File: config.mk
export PLATFORM = sky130hd
export DESIGN_NAME = serial_nibble_add_ctrl
export DESIGN_NICKNAME = d
export VERILOG_FILES = /design/src/rtl/serial_nibble_add_ctrl.sv
export SDC_FILE = /design/constraint.sdc
export NUM_CORES = 1
export LEC_CHECK = 0
export BUFFER_PORTS_ARGS = -buffer_cell sky130_fd_sc_hd__buf_4
export CAP_MARGIN = 20
export CORE_UTILIZATION = 55
export CTS_BUF_LIST = sky130_fd_sc_hd__clkbuf_8
export CTS_CLUSTER_DIAMETER = 30
export DETAILED_ROUTE_END_ITERATION = 7
export PLACE_DENSITY_LB_ADDON = 0.2
export SYNTH_ARGS = -nofsm -noshare
export SYNTH_HDL_FRONTEND = slang
export SYNTH_SLANG_ARGS = --single-unit
File: constraint.sdc
create_clock -name clk_i -period 3.7 [get_ports clk_i]
set_clock_uncertainty 0.15 [all_clocks]
set_input_delay 0.925 -clock clk_i [delete_from_list [all_inputs] [get_ports clk_i]]
set_output_delay 0.925 -clock clk_i [all_outputs]
set_load 0.01 [all_outputs]
File: src/rtl/serial_nibble_add_ctrl.sv
// Nibble-serial add/subtract sequencer: one shared 4-bit adder cell walks the operands LSB nibble
// first, with the carry registered between nibbles and valid/ready handshakes on both sides.

module full_adder (
  input  logic [3:0] x_i,
  input  logic [3:0] y_i,
  input  logic       cin_i,
  output logic [3:0] z_o,
  output logic       cout_o
);
  assign {cout_o, z_o} = {1'b0, x_i} + {1'b0, y_i} + {4'b0000, cin_i};
endmodule

module serial_nibble_add_ctrl #(
  parameter int NIBBLES = 4
) (
  input  logic                 clk_i,
  input  logic                 rst_i,
  input  logic                 start_valid_i,
  output logic                 start_ready_o,
  input  logic [4*NIBBLES-1:0] a_i,
  input  logic [4*NIBBLES-1:0] b_i,
  input  logic                 sub_i,
  output logic                 result_valid_o,
  input  logic                 result_ready_i,
  output logic [4*NIBBLES-1:0] sum_o,
  output logic                 cout_o,
  output logic                 overflow_o,
  output logic                 busy_o
);
  localparam int W    = 4 * NIBBLES;
  localparam int IDXW = (NIBBLES > 1) ? $clog2(NIBBLES) : 1;
  localparam logic [IDXW-1:0] LAST_IDX = IDXW'(NIBBLES - 1);

  typedef enum logic [1:0] {IDLE = 2'd0, RUN = 2'd1, DONE = 2'd2} state_e;

  state_e          state_q, state_d;
  logic [IDXW-1:0] idx_q, idx_d;
  logic            carry_q, carry_d;
  logic [W-1:0]    opA_q, opA_d;
  logic [W-1:0]    opB_q, opB_d;
  logic [W-1:0]    sum_q, sum_d;
  logic            cout_q, cout_d;
  logic            ovf_q, ovf_d;

  logic [W-1:0] opAShift, opBShift;
  logic [3:0]   addZ;
  logic         addCout;

  // Shifting instead of part-selecting keeps the nibble fetch in range for every NIBBLES value.
  assign opAShift = opA_q >> {idx_q, 2'b00};
  assign opBShift = opB_q >> {idx_q, 2'b00};

  full_adder u_adder (
    .x_i    (opAShift[3:0]),
    .y_i    (opBShift[3:0]),
    .cin_i  (carry_q),
    .z_o    (addZ),
    .cout_o (addCout)
  );

  always_comb begin
    state_d = state_q;
    idx_d   = idx_q;
    carry_d = carry_q;
    opA_d   = opA_q;
    opB_d   = opB_q;
    sum_d   = sum_q;
    cout_d  = cout_q;
    ovf_d   = ovf_q;
    case (state_q)
      IDLE: begin
        if (start_valid_i) begin
          // Subtraction is A + ~B + 1, the +1 entering as the initial carry.
          opA_d   = a_i;
          opB_d   = sub_i ? ~b_i : b_i;
          carry_d = sub_i;
          idx_d   = '0;
          sum_d   = '0;
          state_d = RUN;
        end
      end
      RUN: begin
        for (int i = 0; i < NIBBLES; i++) begin
          if (idx_q == IDXW'(i)) sum_d[4*i +: 4] = addZ;
        end
        carry_d = addCout;
        idx_d   = idx_q + 1'b1;
        if (idx_q == LAST_IDX) begin
          cout_d  = addCout;
          ovf_d   = (opA_q[W-1] == opB_q[W-1]) && (addZ[3] != opA_q[W-1]);
          state_d = DONE;
        end
      end
      DONE: begin
        if (result_ready_i) state_d = IDLE;
      end
      default: state_d = IDLE;
    endcase
  end

  always_ff @(posedge clk_i) begin
    if (rst_i) begin
      state_q <= IDLE;
      idx_q   <= '0;
      carry_q <= 1'b0;
      opA_q   <= '0;
      opB_q   <= '0;
      sum_q   <= '0;
      cout_q  <= 1'b0;
      ovf_q   <= 1'b0;
    end else begin
      state_q <= state_d;
      idx_q   <= idx_d;
      carry_q <= carry_d;
      opA_q   <= opA_d;
      opB_q   <= opB_d;
      sum_q   <= sum_d;
      cout_q  <= cout_d;
      ovf_q   <= ovf_d;
    end
  end

  assign start_ready_o  = (state_q == IDLE);
  assign result_valid_o = (state_q == DONE);
  assign busy_o         = (state_q != IDLE);
  assign sum_o          = sum_q;
  assign cout_o         = cout_q;
  assign overflow_o     = ovf_q;
endmodule

==> impl_metrics.json <==
{
  "synth-simple-area-share_pct": 16.5,
  "drc": 0,
  "crit_buf_inv": 1,
  "fin_crit_ns": 2.99,
  "final_nets": 365,
  "wl_met2_um": 2310,
  "netlist_instances": 273,
  "drtPass1Iterations": 4,
  "dpl_cell_area_mm2": 0.00295,
  "power_switching_uw": 313,
  "final_area_mm2": 0.00302,
  "antenna_found_initial": 0,
  "internal_power_uw": 865,
  "clk_pin_slew_ns": 0.09,
  "wl_met3_um": 231,
  "slew_headroom_pct": 45.8,
  "critPathMaxFanout": 13,
  "timing.fmax_ghz": 0.335,
  "synth_top_family_by_area": "simple AND/OR/NAND/NOR gates",
  "area_delta_synth_final_pct": 19.6,
  "clock_sinks": 55,
  "syn_nets": 319,
  "yosysTopAreaCellShare_pct": 43.5,
  "start_kind": "flip-flop",
  "synthMuxAreaShare_pct": 9.10,
  "routabilityCongestion": 0.803,
  "worstSetupPathType": "flip-flop to flip-flop",
  "worstPathCellList": "mux4_2 -> inv_1 -> fa_1 -> fa_1 -> and2b_2 -> nor3_1 -> mux2i_1 -> nor2_1",
  "p_sw_share_pct": 26.6,
  "core_mm2": 0.00438,
  "drtIter0Drc": 115,
  "grt_pass1_vias": 1883,
  "yosys.area.top_type": "dfxtp_1",
  "outcome": "finished clean",
  "grt_pass1_wl_um": 8640,
  "avgSynthCellArea_um2": 9.26,
  "maxCapViolations": 0,
  "clock_latency_ns": 0.30,
  "synthAdderAreaFrac_pct": 5.05,
  "path_delay_family": "adder cells",
  "htree_levels": 2,
  "power_uw": 1180,
  "cts_root_buf": "clkbuf_8",
  "power.leakage_uw": 0.00121,
  "die_w_um": 69.8,
  "finalSetupViolations": 0,
  "worstMarginPinSlew_ns": 0.812,
  "synth_edf_count": 0,
  "yosys-top-cells-area": "dfxtp_1, mux4_2, nand2_1, xnor2_1, nor2_1",
  "post_cts_buffers": 0,
  "detailed_place_hpwl_um": 3550,
  "setup_tns_ns": 0,
  "required_ns": 3.80,
  "synth_xor_area_share_pct": 5.54,
  "numCtsBuffers": 5,
  "finalCritPeriodShare_pct": 80.7,
  "hold_class": "flip-flop to flip-flop",
  "arrival_ns": 3.08,
  "grt_max_degree": 60,
  "grt-ovfl-total": 0,
  "ios": 58,
  "num_vias": 2000,
  "hold_buffers": 0,
  "vdd_drop_max_mv": 0.241,
  "antenna_left": 0,
  "yosysUniqueCellTypes": 34,
  "power_density_mw_per_mm2": 390,
  "cp_common_cell": "fa_1",
  "dr.max_layer_used": "met4",
  "die_h_um": 69.8,
  "yosysWarnings": 0,
  "end_kind": "flip-flop",
  "final_hold_viol_count": 0,
  "power_frac_comb_pct": 19.0,
  "ys.flop_type": "dfxtp_1",
  "cpMaxStageDelayCell": "dfxtp_1",
  "routed_wl_um": 5000,
  "synth_compound_area_share_pct": 15.6,
  "avgRoutedWirePerCell_um": 13.5,
  "slew_violations": 0,
  "pre_cts_slack_ns": 0.747,
  "dieArea_mm2": 0.00487,
  "rows": 24,
  "grt_usage_pct": 22.2,
  "met1Wirelength_um": 2400,
  "portBuffers": 57,
  "rsz0062_at_grt": "false",
  "vias_per_cell": 5.41,
  "drive_gt1_share_pct": 24.2,
  "clk_path_buf_depth": 2,
  "pwr-share-clk_pct": 25.8,
  "p_seq_share_pct": 55.2,
  "post_cts_resized": 0,
  "holdWs_ns": 0.313,
  "cts_tree": "done",
  "max_stage_delay_ns": 0.75,
  "initial_utilization_pct": 57.7,
  "synth_sequential_area_ratio_pct": 43.5,
  "worst_slack_ns": 0.713,
  "synth.top_cells.by_count": "dfxtp_1, nand2_1, nor2_1",
  "yosysMostFrequentCell": "dfxtp_1",
  "synth_area_mm2": 0.00253,
  "ys_ff_latch": 55,
  "synthArstFlopShare_pct": 0,
  "insertedDiodeCount": 0
}
[sequential cells by signal (all words and copies together), names as in the netlist]
signal	cells
opA_q	16
opB_q	16
sum_o	16
idx_q	2
state_q	2
carry_q	1
cout_o	1
overflow_o	1
[stage by stage]
step,util (%),std cells
4_1_cts,69.0,370
3_3_place_gp,67.3,364
3_5_place_dp,67.3,364
6_report,69.0,370
5_1_grt,69.0,370
2_1_floorplan,-,273
[routing by layer]
layer  GRT usage [%]  up-vias
met2            36.2       42
met1            29.6      921
li1                -     1031
met5               0        -
met4            6.67        0
met3            4.80        6
[cell families (layout without fill, tap and decap cells)]
family                   after synthesis  count (layout)
AND/OR/NAND/NOR                       94              94
AO/OA/AOI/OAI                         58              58
flip-flops                            55              55
buffers and inverters                 28              73
XOR/XNOR                              16              16
multiplexers                          13              13
adder cells (fa/ha/maj)                9               9
[worst min-delay path: cells and delay by family (launching register included)]
kind,cells,cell delay (ns)
AND/OR/NAND/NOR,1,0.05
flip-flops,1,0.32
AO/OA/AOI/OAI,1,0.05
[power by group through the flow]
stage	Combinational [uW]	Sequential (uW)	Clock, uW
after floorplan	160	654	0
after global placement	220	664	0
after detailed placement	223	665	0
after CTS	225	651	308
after global routing	248	656	331
final	223	651	304
[final timing paths]
| path | startpoint | endpoint | slack (ns) | cells past startpoint |
|---|---|---|---|---|
| max | idx_q[0]$_SDFFE_PP0P_ | sum_o[6]$_SDFFE_PP0P_ | 0.71 | 8 |
| min | opA_q[1]$_SDFFE_PP0P_ | opA_q[1]$_SDFFE_PP0P_ | 0.31 | 2 |
| max reg2reg | idx_q[0]$_SDFFE_PP0P_ | sum_o[6]$_SDFFE_PP0P_ | 0.71 | 8 |
| min reg2reg | opA_q[1]$_SDFFE_PP0P_ | opA_q[1]$_SDFFE_PP0P_ | 0.31 | 2 |
[final cells by class]
| cell class | instances | area [um^2] |
|---|---|---|
| fillers | 377 | 1360 |
| multi-input cells | 190 | 1320 |
| flip-flops and latches | 55 | 1100 |
| repair buffers | 58 | 435 |
| clock buffers | 5 | 68.8 |
| well taps | 52 | 65.1 |
| inverters | 9 | 33.8 |
| clock inverters | 1 | 3.75 |
[cells in the final DEF, fill, tap and decap left out, types with 2 or more instances in the layout]
| cell type | Yosys | layout |
|---|---|---|
| a211oi_1 | 16 | 16 |
| a21oi_1 | 21 | 21 |
| a21oi_2 | 3 | 3 |
| a2bb2oi_1 | 8 | 8 |
| and3b_1 | 2 | 2 |
| buf_4 | 0 | 58 |
| clkbuf_8 | 0 | 5 |
| dfxtp_1 | 55 | 55 |
| fa_1 | 2 | 2 |
| ha_1 | 7 | 7 |
| inv_1 | 8 | 9 |
| mux2i_1 | 5 | 5 |
| mux4_2 | 8 | 8 |
| nand2_1 | 38 | 38 |
| nand2b_1 | 2 | 2 |
| nand3b_1 | 5 | 5 |
| nor2_1 | 34 | 34 |
| nor2b_1 | 3 | 3 |
| nor3_1 | 4 | 4 |
| o31ai_1 | 4 | 4 |
| or2_1 | 2 | 2 |
| xnor2_1 | 16 | 16 |
Power figures use the tool's default switching activity.
